`config.mk`:
```
export PLATFORM = sky130hd
export DESIGN_NAME = fmul_share_arbiter
export DESIGN_NICKNAME = d
export VERILOG_FILES = /design/src/rtl/sparq_pkg.sv /design/src/rtl/fmul_result_fifo.sv /design/src/rtl/fmul_share_arbiter.sv
export SDC_FILE = /design/constraint.sdc
export NUM_CORES = 1
export LEC_CHECK = 0
export BUFFER_PORTS_ARGS = -buffer_cell sky130_fd_sc_hd__buf_2
export CORE_MARGIN = 8
export CORE_UTILIZATION = 40
export DETAILED_ROUTE_END_ITERATION = 16
export PLACE_DENSITY = 0.58
export SYNTH_ARGS = -nofsm -noshare
export SYNTH_HDL_FRONTEND = slang
export SYNTH_HIERARCHICAL = 1
export SYNTH_SLANG_ARGS = --single-unit
```
`constraint.sdc`:
```
create_clock -name aclk -period 8.85 [get_ports aclk]
set_input_delay 1.77 -clock aclk [delete_from_list [all_inputs] [get_ports aclk]]
set_output_delay 1.77 -clock aclk [all_outputs]
set_load 0.05 [all_outputs]
```
`src/rtl/sparq_pkg.sv`:
```
// Shared SPARQ definitions: datapath widths, multiplier latency and the requester tag type.
// Ports: none (package).
// Latency/backpressure: not applicable.
package SPARQ_PKG;

    localparam int FLOAT_SIZE       = 16;   // half-precision float operand/result
    localparam int INT_SIZE         = 4;    // signed integer multiplier operand
    localparam int MULTIPLIER_DELAY = 6;    // fsize_multiplier pipeline depth in cycles

    // Default number of requesters sharing one fsize_multiplier.
    localparam int FMUL_NUM_REQ     = 4;
    localparam int FMUL_TAG_W       = (FMUL_NUM_REQ > 1) ? $clog2(FMUL_NUM_REQ) : 1;

    // Requester index carried alongside each product through the multiplier latency.
    typedef logic [FMUL_TAG_W-1:0] fmul_tag_t;

endpackage

```
`src/rtl/fmul_result_fifo.sv`:
```
// Per-requester result FIFO with occupancy count; pop is ignored while empty.
// Ports: clk/rst, push + push_data, pop, head (oldest entry), count (entries held).
// Latency: a push is visible at head/count the cycle after; no internal backpressure.
module fmul_result_fifo #(
    parameter int WIDTH = 16,
    parameter int DEPTH = 4,
    localparam int PTR_W = (DEPTH > 1) ? $clog2(DEPTH) : 1,
    localparam int CNT_W = $clog2(DEPTH + 1)
) (
    input  logic             clk,
    input  logic             rst,
    input  logic             push,
    input  logic [WIDTH-1:0] push_data,
    input  logic             pop,
    output logic [WIDTH-1:0] head,
    output logic [CNT_W-1:0] count
);

    logic [WIDTH-1:0] mem [DEPTH];
    logic [PTR_W-1:0] wr_ptr;
    logic [PTR_W-1:0] rd_ptr;
    logic             do_pop;

    assign do_pop = pop && (count != '0);
    assign head   = mem[rd_ptr];

    // DEPTH need not be a power of two, so wrap explicitly.
    function automatic logic [PTR_W-1:0] next_ptr(input logic [PTR_W-1:0] p);
        return (p == PTR_W'(DEPTH - 1)) ? '0 : p + PTR_W'(1);
    endfunction

    always_ff @(posedge clk or posedge rst) begin
        if (rst) begin
            wr_ptr <= '0;
            rd_ptr <= '0;
            count  <= '0;
        end else begin
            if (push) begin
                wr_ptr <= next_ptr(wr_ptr);
            end
            if (do_pop) begin
                rd_ptr <= next_ptr(rd_ptr);
            end
            if (push && !do_pop) begin
                count <= count + CNT_W'(1);
            end else if (!push && do_pop) begin
                count <= count - CNT_W'(1);
            end
        end
    end

    // Storage needs no reset: only entries below count are ever presented as valid.
    always_ff @(posedge clk) begin
        if (push) begin
            mem[wr_ptr] <= push_data;
        end
    end

    // The upstream credit scheme must never push into a full FIFO.
    assert property (@(posedge clk) disable iff (rst) push |-> (count != CNT_W'(DEPTH)));

endmodule

```
`src/rtl/fmul_share_arbiter.sv`:
```
// Round-robin share of one fixed-latency float x int multiplier among NUM_REQ requesters.
// Ports: req_* operand handshake in, mul_* to/from the multiplier, res_* per-requester results, err_sync.
// Latency LAT+2 from accept to res_valid; a requester is only granted while it holds a free result credit.
module fmul_share_arbiter
    import SPARQ_PKG::*;
#(
    parameter int NUM_REQ   = FMUL_NUM_REQ,   // must not exceed 2**FMUL_TAG_W
    parameter int RES_DEPTH = 4,
    parameter int LAT       = MULTIPLIER_DELAY
) (
    input  logic                             aclk,
    input  logic                             rst,
    input  logic [NUM_REQ-1:0]               req_valid,
    input  logic [NUM_REQ*FLOAT_SIZE-1:0]    req_a,
    input  logic [NUM_REQ*INT_SIZE-1:0]      req_b,
    output logic [NUM_REQ-1:0]               req_ready,
    output logic                             mul_a_tvalid,
    output logic [FLOAT_SIZE-1:0]            mul_a_tdata,
    output logic                             mul_b_tvalid,
    output logic [INT_SIZE-1:0]              mul_b_tdata,
    input  logic                             mul_result_tvalid,
    input  logic [FLOAT_SIZE-1:0]            mul_result_tdata,
    output logic [NUM_REQ-1:0]               res_valid,
    output logic [NUM_REQ*FLOAT_SIZE-1:0]    res_data,
    input  logic [NUM_REQ-1:0]               res_ready,
    output logic                             err_sync
);

    localparam int CNT_W = $clog2(RES_DEPTH + 1);

    logic [CNT_W-1:0]   in_flight  [NUM_REQ];
    logic [CNT_W-1:0]   fifo_count [NUM_REQ];
    logic [NUM_REQ-1:0] eligible;
    logic [NUM_REQ-1:0] wb_hit;

    fmul_tag_t rr_ptr;
    fmul_tag_t grant_idx;
    fmul_tag_t scan_idx;
    fmul_tag_t issue_tag;
    logic      grant_vld;
    logic      issue_vld;

    logic      tag_vld  [LAT];
    fmul_tag_t tag_pipe [LAT];
    logic      wb_vld;
    fmul_tag_t wb_tag;

    // A requester holds a credit while its in-flight plus queued results leave a FIFO slot free.
    // Registered counts only, so a slot freed by a pop is reusable the following cycle.
    always_comb begin
        eligible = '0;
        for (int i = 0; i < NUM_REQ; i++) begin
            eligible[i] = req_valid[i] && !rst &&
                          ((CNT_W+1)'(in_flight[i]) + (CNT_W+1)'(fifo_count[i]) < (CNT_W+1)'(RES_DEPTH));
        end
    end

    // Scan downward so the last hit, i.e. the one closest to rr_ptr, wins.
    always_comb begin
        grant_vld = 1'b0;
        grant_idx = '0;
        scan_idx  = '0;
        req_ready = '0;
        for (int k = NUM_REQ - 1; k >= 0; k--) begin
            scan_idx = fmul_tag_t'((int'(rr_ptr) + k) % NUM_REQ);
            if (eligible[scan_idx]) begin
                grant_vld = 1'b1;
                grant_idx = scan_idx;
            end
        end
        if (grant_vld) begin
            req_ready[grant_idx] = 1'b1;
        end
    end

    // Issue register feeding both multiplier operand channels; data holds when idle.
    always_ff @(posedge aclk or posedge rst) begin
        if (rst) begin
            issue_vld   <= 1'b0;
            issue_tag   <= '0;
            mul_a_tdata <= '0;
            mul_b_tdata <= '0;
            rr_ptr      <= '0;
        end else begin
            issue_vld <= grant_vld;
            if (grant_vld) begin
                issue_tag   <= grant_idx;
                mul_a_tdata <= req_a[int'(grant_idx)*FLOAT_SIZE +: FLOAT_SIZE];
                mul_b_tdata <= req_b[int'(grant_idx)*INT_SIZE +: INT_SIZE];
                rr_ptr      <= (int'(grant_idx) == NUM_REQ - 1) ? '0 : grant_idx + fmul_tag_t'(1);
            end
        end
    end

    assign mul_a_tvalid = issue_vld;
    assign mul_b_tvalid = issue_vld;

    // Tag delay line: its tail lines up with the multiplier output for the same operation.
    always_ff @(posedge aclk or posedge rst) begin
        if (rst) begin
            for (int s = 0; s < LAT; s++) begin
                tag_vld[s]  <= 1'b0;
                tag_pipe[s] <= '0;
            end
        end else begin
            tag_vld[0]  <= issue_vld;
            tag_pipe[0] <= issue_tag;
            for (int s = 1; s < LAT; s++) begin
                tag_vld[s]  <= tag_vld[s-1];
                tag_pipe[s] <= tag_pipe[s-1];
            end
        end
    end

    assign wb_vld = tag_vld[LAT-1];
    assign wb_tag = tag_pipe[LAT-1];

    // Results arriving without a matching tag are leftovers from before reset and are dropped.
    always_comb begin
        wb_hit = '0;
        if (wb_vld) begin
            wb_hit[wb_tag] = 1'b1;
        end
    end

    always_ff @(posedge aclk or posedge rst) begin
        if (rst) begin
            for (int i = 0; i < NUM_REQ; i++) begin
                in_flight[i] <= '0;
            end
        end else begin
            for (int i = 0; i < NUM_REQ; i++) begin
                case ({req_ready[i], wb_hit[i]})
                    2'b10:   in_flight[i] <= in_flight[i] + CNT_W'(1);
                    2'b01:   in_flight[i] <= in_flight[i] - CNT_W'(1);
                    default: in_flight[i] <= in_flight[i];
                endcase
            end
        end
    end

    // A tagged slot with no multiplier result means the pipelines lost alignment; keep the data anyway.
    always_ff @(posedge aclk or posedge rst) begin
        if (rst) begin
            err_sync <= 1'b0;
        end else if (wb_vld && !mul_result_tvalid) begin
            err_sync <= 1'b1;
        end
    end

    for (genvar i = 0; i < NUM_REQ; i++) begin : g_res
        fmul_result_fifo #(
            .WIDTH (FLOAT_SIZE),
            .DEPTH (RES_DEPTH)
        ) u_fifo (
            .clk       (aclk),
            .rst       (rst),
            .push      (wb_hit[i]),
            .push_data (mul_result_tdata),
            .pop       (res_ready[i]),
            .head      (res_data[i*FLOAT_SIZE +: FLOAT_SIZE]),
            .count     (fifo_count[i])
        );
        assign res_valid[i] = (fifo_count[i] != '0);
    end

endmodule
```
==> results.yml, run 1 <==
pwr:
  p_leak_nw: 6.41
  p_per_area_nw_per_um2: 364
  vdd_drop_max_v: 0.000335
  total_power_mw: 6.11
min_path:
  hold_start: "tag_pipe[4]"
  hold_class: "reg2reg"
  min_to: "tag_pipe[2]"
  worstHoldPathCells: 0
timing:
  setup_viol: 0
  hold_viol_final: 0
  setup_tns_ns: 0
  min_period_ns: 6.68
  final_max_slew_viol_count: 0
  tightest_slew_ns: 1.12
  relSlewSlack_pct: 25.0
  rsz0062_at_grt: "no"
  max_freq_mhz: 150
  min_period_over_period_pct: 75.4
  finClkSkew_ns: 0.0208
setup_path:
  arrival_ns: 4.91
  path_class: "in2out"
  slowest_stage: "or3_1"
  r2r_slack_ns: 4.37
  critPathRequiredTime_ns: 7.08
  r2r_end: "in_flight[11]"
  crit-reg2reg-launch: "g_res[1].u_fifo/count[2]"
  slowest_delay_ns: 0.69
  start_kind: "input pin"
  crit_family: "simple AND/OR/NAND/NOR gates"
  crit_buf_inv: 4
  crit_fanout: 37
  cp-end-kind: "output port"
  crit_chain: "buf_2, or4b_4, a311oi_4, or3_1, and3_4, inv_1, ha_1, nand2_1, inv_1, buf_2"
  rr_worst_depth: 14
detailed_routing:
  post_drt_via_cell_ratio: 5.09
  ant_nets: 0
  drc: 0
  num_vias: 7571
  drt_iter0_markers: 390
  post_drt_wl_per_cell_microns: 20.2
  drt_first_pass_iters: 4
  drt_wl_total_microns: 30100
floorplan:
  rows: 69
  die_area_sq_um: 42200
  die_w_microns: 205
  core_sq_um: 35500
  start_util_pct: 40.4
  ios: 202
  die_y_microns: 205
outcome:
  status: "completed"
synth:
  syn_area_sq_um: 14400
  synth_nets: 948
  ys_types: 49
  synth_cells: 793
  synth_top_flop_cell: "edfxtp_1"
  async_flop_share_pct: 24.7
  synth.ff_latch_count: 340
  yosys_warnings: 6
  syn_area_per_cell_sq_um: 18.1
  synth_edf_count: 256
  ys_seq_area_share_pct: 68.2
clocking:
  cts_resized: 0
  cts_made_buffers: 37
  clock_sinks: 340
  root_buffer: "clkbuf_16"
  cts_buffer_depth: 3
  cts_tree: "yes"
  cts-htree-levels: 2
  post_cts_buffers: 0
  cts.clk_slew.worst_paths_ns: 0.06
  hold_buffers: 0
  worstSkewPairLatency_ns: 0.53
global_route:
  grt_pass1_vias: 8128
  grt_max_degree: 57
  antenna_found_initial: 3
  grt_overflow: 0
  grt_pass1_wl_microns: 46900
  gr-usage-all-layers_pct: 14.4
run:
  cap_violations: 0
layout:
  final_util_pct: 47.3
  fillers: 3070
  syn2layout_area_growth_pct: 17.0
  final_net_count: 1155
  num_antenna_cells: 0
  drive_above_1_share_pct: 31.1
place:
  io_buffer_count: 201
  gp_congestion: 0.867
  dp_hpwl_microns: 20600
-- cell type report --
| class | count | area [sq um] | share of cell area [%] |
|---|---|---|---|
| clock buffers | 50 | 985 | 5.87 |
| clock inverters | 15 | 158 | 0.939 |
| inverters | 62 | 233 | 1.39 |
| multi-input cells | 356 | 4030 | 24.0 |
| flip-flops and latches | 340 | 9790 | 58.3 |
| well taps | 461 | 577 | 3.44 |
| repair buffers | 203 | 1020 | 6.08 |
-- worst max path at each step --
stage          startpoint            to  slack (ns)  cells after the start
6_report              rst  req_ready[2]        2.17                     10
3_5_place_dp          rst  req_ready[2]        2.19                     10
2_1_floorplan         rst  req_ready[0]        2.29                     11
4_1_cts               rst  req_ready[2]        2.19                     10
3_3_place_gp          rst  req_ready[2]        2.24                     10
5_1_grt               rst  req_ready[0]        1.94                     10
-- synth_stat cells (18+ instances only) --
| cell type | count | area, sq um |
|---|---|---|
| edfxtp_1 | 256 | 7690 |
| ha_1 | 40 | 500 |
| mux2i_1 | 21 | 210 |
| nor2_1 | 25 | 93.8 |
| mux4_1 | 32 | 841 |
| a31oi_1 | 20 | 125 |
| inv_1 | 61 | 229 |
| o21ai_0 | 19 | 95.1 |
| nand2_1 | 25 | 93.8 |
| dfrtp_1 | 84 | 2100 |
| mux4_2 | 32 | 721 |
| a211oi_1 | 18 | 135 |
-- power breakdown --
group,total [mW],switching [mW],internal (mW)
sequential,2.33,0.329,2.00
clock,1.46,0.596,0.869
combinational,2.32,1.54,0.776
total,6.11,2.47,3.65
-- per-layer routing --
metal,vias up,track usage [%],part of all wire [%]
met4,6,4.75,2.4
met3,60,4.42,7.4
li1,3491,-,-
met2,257,23.1,47
met5,-,0,0.096
met1,3757,18.4,43
-- flip-flops by register name, summed over array words and instances, names as in the netlist, 5 cells and up --
| register | flops |
|---|---|
| in_flight | 12 |
| g_res.u_fifo/mem | 256 |
| g_res.u_fifo/rd_ptr | 8 |
| tag_vld | 5 |
| g_res.u_fifo/wr_ptr | 8 |
| tag_pipe | 10 |
| mul_a_tdata | 16 |
| g_res.u_fifo/count | 12 |
-- kinds of logic after synthesis --
family | synth area share, %
AND/OR/NAND/NOR | 3.85
adder cells (fa/ha/maj) | 4.60
multiplexers | 13.0
flip-flops | 68.2
XOR/XNOR | 1.46
buffers and inverters | 3.74
AO/OA/AOI/OAI | 5.16
-- stage by stage --
stage / worst slack (ns) / hold slack [ns] / instance area (sq um) / std cells
floorplan: 2.29 / 0.331 / 14400 / 793
global placement: 2.24 / 0.331 / 15600 / 1422
detailed placement: 2.19 / 0.335 / 15600 / 1422
CTS: 2.19 / 0.347 / 16800 / 1487
global route: 1.94 / 0.353 / 16800 / 1487
finish: 2.17 / 0.345 / 16800 / 1487
-- layout by cell type, fill, tap and decap left out, drive strengths merged, types with 3 or more instances in the layout --
cell,n
ha,40
edfxtp,256
and3,4
bufinv,3
and4,7
a21o,5
a211oi,26
o21ai,19
or3,5
clkinv,8
mux2,8
mux4,64
inv,64
mux2i,21
a31oi,20
nor2,26
dfrtp,84
clkbuf,50
nand2,25
buf,203
fa,8
nand3,7
o31ai,4
and2,16
nor3,4
o211ai,7
xnor2,8
xor2,16
No activity file was read; power rests on OpenSTA's default activity.
==> run 2, diff against run 1 <==
Clock period 8.85 ns to 6.9 ns, I/O delays scaled along.
==> results.yml, run 2 (same netlist as run 1, synthesis figures left out) <==
floorplan:
  ios: 202
  start_util_pct: 40.4
  die_w_microns: 205
  rows: 69
  die_y_microns: 205
  core_sq_um: 35500
  die_area_sq_um: 42200
detailed_routing:
  wl_met1_microns: 13000
  wl_met2_microns: 14300
  drt_wl_total_microns: 30000
  drt_iter0_markers: 310
  post_drt_wl_per_cell_microns: 20.1
  topRoutingLayerUsed: "met5"
  ant_nets: 0
  drt_first_pass_iters: 4
  num_vias: 7561
  post_drt_via_cell_ratio: 5.06
  wl_met3_microns: 2080
  drc: 0
pwr:
  p_per_area_nw_per_um2: 469
  clkPwrFrac_pct: 24.9
  power_frac_comb_pct: 37.5
  vdd_drop_max_v: 0.000307
  switching_power_mw: 3.19
  total_power_mw: 7.93
  intPower_mw: 4.73
  sw_frac_of_total_pct: 40.3
  power_frac_seq_pct: 37.7
  p_leak_nw: 6.47
layout:
  stdcell_area_sq_um: 16900
  layout_commonest_cell: "edfxtp_1"
  final_net_count: 1157
  instances_no_fill: 1495
  reg.largest.list: "g_res.u_fifo/mem (256), mul_a_tdata (16)"
  syn2layout_area_growth_pct: 17.7
  drive_above_1_share_pct: 31.8
  regMostFlops: "g_res.u_fifo/mem"
  final_util_pct: 47.6
  largest_reg_flops: 256
  layout_common_cells: "256 x edfxtp_1, 201 x buf_2, 84 x dfrtp_1"
setup_path:
  critPathRequiredTime_ns: 5.52
  arrival_ns: 4.52
  slowest_stage: "and3_4"
  start_kind: "input pin"
  cp-end-kind: "output port"
  slowest_delay_ns: 0.70
  rr_worst_depth: 14
  crit_chain: "buf_2, or4b_4, a311oi_4, or3_1, and3_4, inv_1, ha_1, nand2_1, inv_1, buf_2"
  path_class: "in2out"
  crit_fanout: 37
clocking:
  root_buffer: "clkbuf_16"
  cts_buffer_depth: 3
  cts_made_buffers: 39
  cts-htree-levels: 2
  hold_buffers: 0
  worstSkewPairLatency_ns: 0.53
  post_cts_buffers: 0
  cts_tree: "yes"
  cts_resized: 0
  cts.clk_slew.worst_paths_ns: 0.05
  clock_sinks: 340
global_route:
  grt_overflow: 0
  grt_pass1_wl_microns: 46400
  antenna_found_initial: 4
  gr-usage-all-layers_pct: 14.2
  grt_max_degree: 57
  grt_pass1_vias: 8020
run:
  cap_violations: 0
timing:
  final_max_slew_viol_count: 0
  relSlewSlack_pct: 24.7
  setup_viol: 0
  rsz0062_at_grt: "no"
  max_freq_mhz: 170
  finClkSkew_ns: 0.0225
  fin_hold_ws_ns: 0.346
  min_period_over_period_pct: 85.5
  layout_setup_ws_ns: 1.00
  tightest_slew_ns: 1.13
  setup_tns_ns: 0
  hold_viol_final: 0
  min_period_ns: 5.90
place:
  io_buffer_count: 201
  gp_congestion: 0.873
  dp_slack_ns: 1.01
  dp_hpwl_microns: 20300
  placed_cells: 1422
  place_area_sq_um: 15600
min_path:
  worstHoldPathCells: 0
  hold_class: "reg2reg"
outcome:
  status: "completed"
run 2: critical path: cells and delay by family:
family                     cells  cell delay [ns]
buffers and inverters          4             0.60
and+or+nand+nor                4             2.01
AOI/OAI and AO/OA              1             0.29
adders and majority gates      1             0.22
run 2: worst paths after layout:
check | startpoint | to | slack, ns
worst max register to register | g_res[1].u_fifo/count[2] | in_flight[11] | 2.46
max in group asynchronous | rst | err_sync | 5.27
min in group asynchronous | rst | g_res[3].u_fifo/count[0] | 0.88
worst min register to register | tag_vld[1] | wb_vld | 0.35
worst max-delay path | rst | req_ready[0] | 1.00
worst min-delay path | tag_vld[1] | wb_vld | 0.35
run 2: cell type report:
cell class	count	area, sq um
Fill cell	3036	18600
Sequential cell	340	9790
Multi-Input combinational cell	356	4030
Clock buffer	49	1060
Timing Repair Buffer	203	1020
Tap cell	461	577
Inverter	62	233
Clock inverter	22	179
Antenna cell	2	5.00
run 2: power groups by stage:
stage,Combinational [mW],Clock [mW],Sequential (mW)
2_1_floorplan,2.41,0,3.00
3_3_place_gp,2.99,0,3.04
3_5_place_dp,3.02,0,3.04
4_1_cts,3.02,2.03,3.01
5_1_grt,3.21,2.12,3.05
6_report,2.97,1.97,2.99
run 2: metal layers:
metal,vias to the layer above,track usage (%)
li1,3506,-
met1,3741,18.2
met2,255,23.5
met3,55,3.92
met4,4,3.91
met5,-,0
==> run 3, diff against run 2 <==
Settings changed: CELL_PAD_IN_SITES_DETAIL_PLACEMENT set to 1, CELL_PAD_IN_SITES_GLOBAL_PLACEMENT set to 2, HOLD_SLACK_MARGIN set to 0.06, PLACE_DENSITY 0.58 to 0.75.
==> results.yml, run 3 (same netlist as run 1, synthesis figures left out) <==
layout:
  fillers: 3410
  layout_commonest_cell: "edfxtp_1"
  regMostFlops: "g_res.u_fifo/mem"
  largest_reg_flops: 256
  reg.largest.list: "g_res.u_fifo/mem (256), mul_a_tdata (16)"
  drive_above_1_share_pct: 31.6
  final_util_pct: 47.7
  syn2layout_area_growth_pct: 17.9
  layout_common_cells: "256 x edfxtp_1, 201 x buf_2, 84 x dfrtp_1"
  final_net_count: 1157
floorplan:
  die_y_microns: 205
  rows: 69
  ios: 202
  die_w_microns: 205
  core_sq_um: 35500
  start_util_pct: 40.4
  die_area_sq_um: 42200
detailed_routing:
  ant_nets: 0
  num_vias: 7621
  post_drt_via_cell_ratio: 5.11
  drt_wl_total_microns: 31700
  drt_first_pass_iters: 4
  post_drt_wl_per_cell_microns: 21.2
  drt_iter0_markers: 327
  drc: 0
clocking:
  cts-htree-levels: 2
  cts_tree: "yes"
  hold_buffers: 0
  clock_sinks: 340
  cts_made_buffers: 38
  root_buffer: "clkbuf_16"
  worstSkewPairLatency_ns: 0.52
  cts.clk_slew.worst_paths_ns: 0.06
  cts_buffer_depth: 3
  cts_resized: 0
  post_cts_buffers: 0
setup_path:
  arrival_ns: 4.43
  crit_path_start: "rst"
  slowest_delay_ns: 0.65
  rr_worst_depth: 14
  start_kind: "input pin"
  r2r_end: "in_flight[11]"
  r2r_slack_ns: 2.60
  slowest_stage: "and3_4"
  critPathRequiredTime_ns: 5.52
  path_class: "in2out"
  cp-end-kind: "output port"
  cp-endpoint: "req_ready[0]"
  crit-reg2reg-launch: "g_res[3].u_fifo/count[2]"
  crit_fanout: 37
  crit_chain: "buf_2, or4b_4, a311oi_4, o32a_2, and3_4, inv_1, ha_1, nand2_1, inv_1, buf_2"
global_route:
  antenna_found_initial: 4
  grt_pass1_wl_microns: 49300
  grt_overflow: 0
  gr-usage-all-layers_pct: 15.1
  grt_pass1_vias: 8482
  grt_max_degree: 57
outcome:
  status: "completed"
timing:
  setup_viol: 0
  setup_tns_ns: 0
  min_period_ns: 5.81
  min_period_over_period_pct: 84.2
  layout_setup_ws_ns: 1.09
  rsz0062_at_grt: "no"
  final_max_slew_viol_count: 0
  relSlewSlack_pct: 23.9
  max_freq_mhz: 172
  tightest_slew_ns: 1.14
  finClkSkew_ns: 0.0135
  hold_viol_final: 0
pwr:
  sw_frac_of_total_pct: 40.0
  clkPwrFrac_pct: 25.1
  power_frac_seq_pct: 37.3
  power_frac_comb_pct: 37.6
  vdd_drop_max_v: 0.000286
  intPower_mw: 4.80
  switching_power_mw: 3.20
  total_power_mw: 8.00
  p_per_area_nw_per_um2: 473
  p_leak_nw: 6.48
run:
  cap_violations: 0
place:
  dp_hpwl_microns: 22100
  dp_slack_ns: 1.06
  io_buffer_count: 201
  gp_congestion: 0.795
min_path:
  hold_class: "reg2reg"
==> run 3: changes by cell type in the layout (fill, tap and decap cells not counted), sizes merged <==
cell	change
clkinv	-7
bufinv	+2
clkinvlp	-2
buf	+1
clkbuf	+1
inv	+1
==> run 3: critical path, delay by kind of cell <==
family	cells	cell delay [ns]
buffers and inverters	4	0.62
adders and majority gates	1	0.23
AOI/OAI and AO/OA	2	0.88
and+or+nand+nor	3	1.29
==> run 3: per-layer routing <==
layer | GRT usage [%] | part of all wire (%)
met1 | 19.5 | 43
met2 | 25.1 | 48
met3 | 4.39 | 6.8
met4 | 3.45 | 1.4
met5 | 0 | 0.085
==> run 3: final cells by class <==
class / instances / area [sq um] / area share (%)
flip-flops and latches: 340 / 9790 / 57.9
well taps: 461 / 577 / 3.41
diodes: 2 / 5.00 / 0.0296
inverters: 62 / 233 / 1.38
repair buffers: 204 / 1030 / 6.08
clock buffers: 50 / 1060 / 6.25
multi-input cells: 356 / 4030 / 23.8
clock inverters: 16 / 204 / 1.21
==> run 3: how the worst min path moves through the flow <==
stage / startpoint / to / slack [ns] / depth (start not counted)
CTS: tag_vld[4] / tag_vld[3] / 0.35 / 0
finish: tag_vld[4] / tag_vld[3] / 0.35 / 0
floorplan: tag_pipe[4] / tag_pipe[2] / 0.33 / 0
global placement: tag_vld[5] / tag_vld[4] / 0.33 / 0
global route: tag_pipe[9] / tag_pipe[7] / 0.35 / 0
detailed placement: tag_pipe[10] / tag_pipe[8] / 0.34 / 0
==> run 3: per-stage QoR <==
stage                     area [sq um]  hold WS, ns  cells
after floorplan                  14400        0.331    793
after global placement           15700        0.332   1423
after detailed placement         15700        0.336   1423
after CTS                        16900        0.350   1489
after global routing             16900        0.348   1489
final                            16900        0.347   1491
==> run 3: power groups by stage <==
stage                     registers (mW)  clock network, mW  logic [mW]
after floorplan                     3.00                  0        2.41
final                               2.99               2.01        3.01
after global routing                3.06               2.14        3.24
after detailed placement            3.04                  0        3.06
after global placement              3.02                  0        3.01
after CTS                           3.01               2.07        3.07
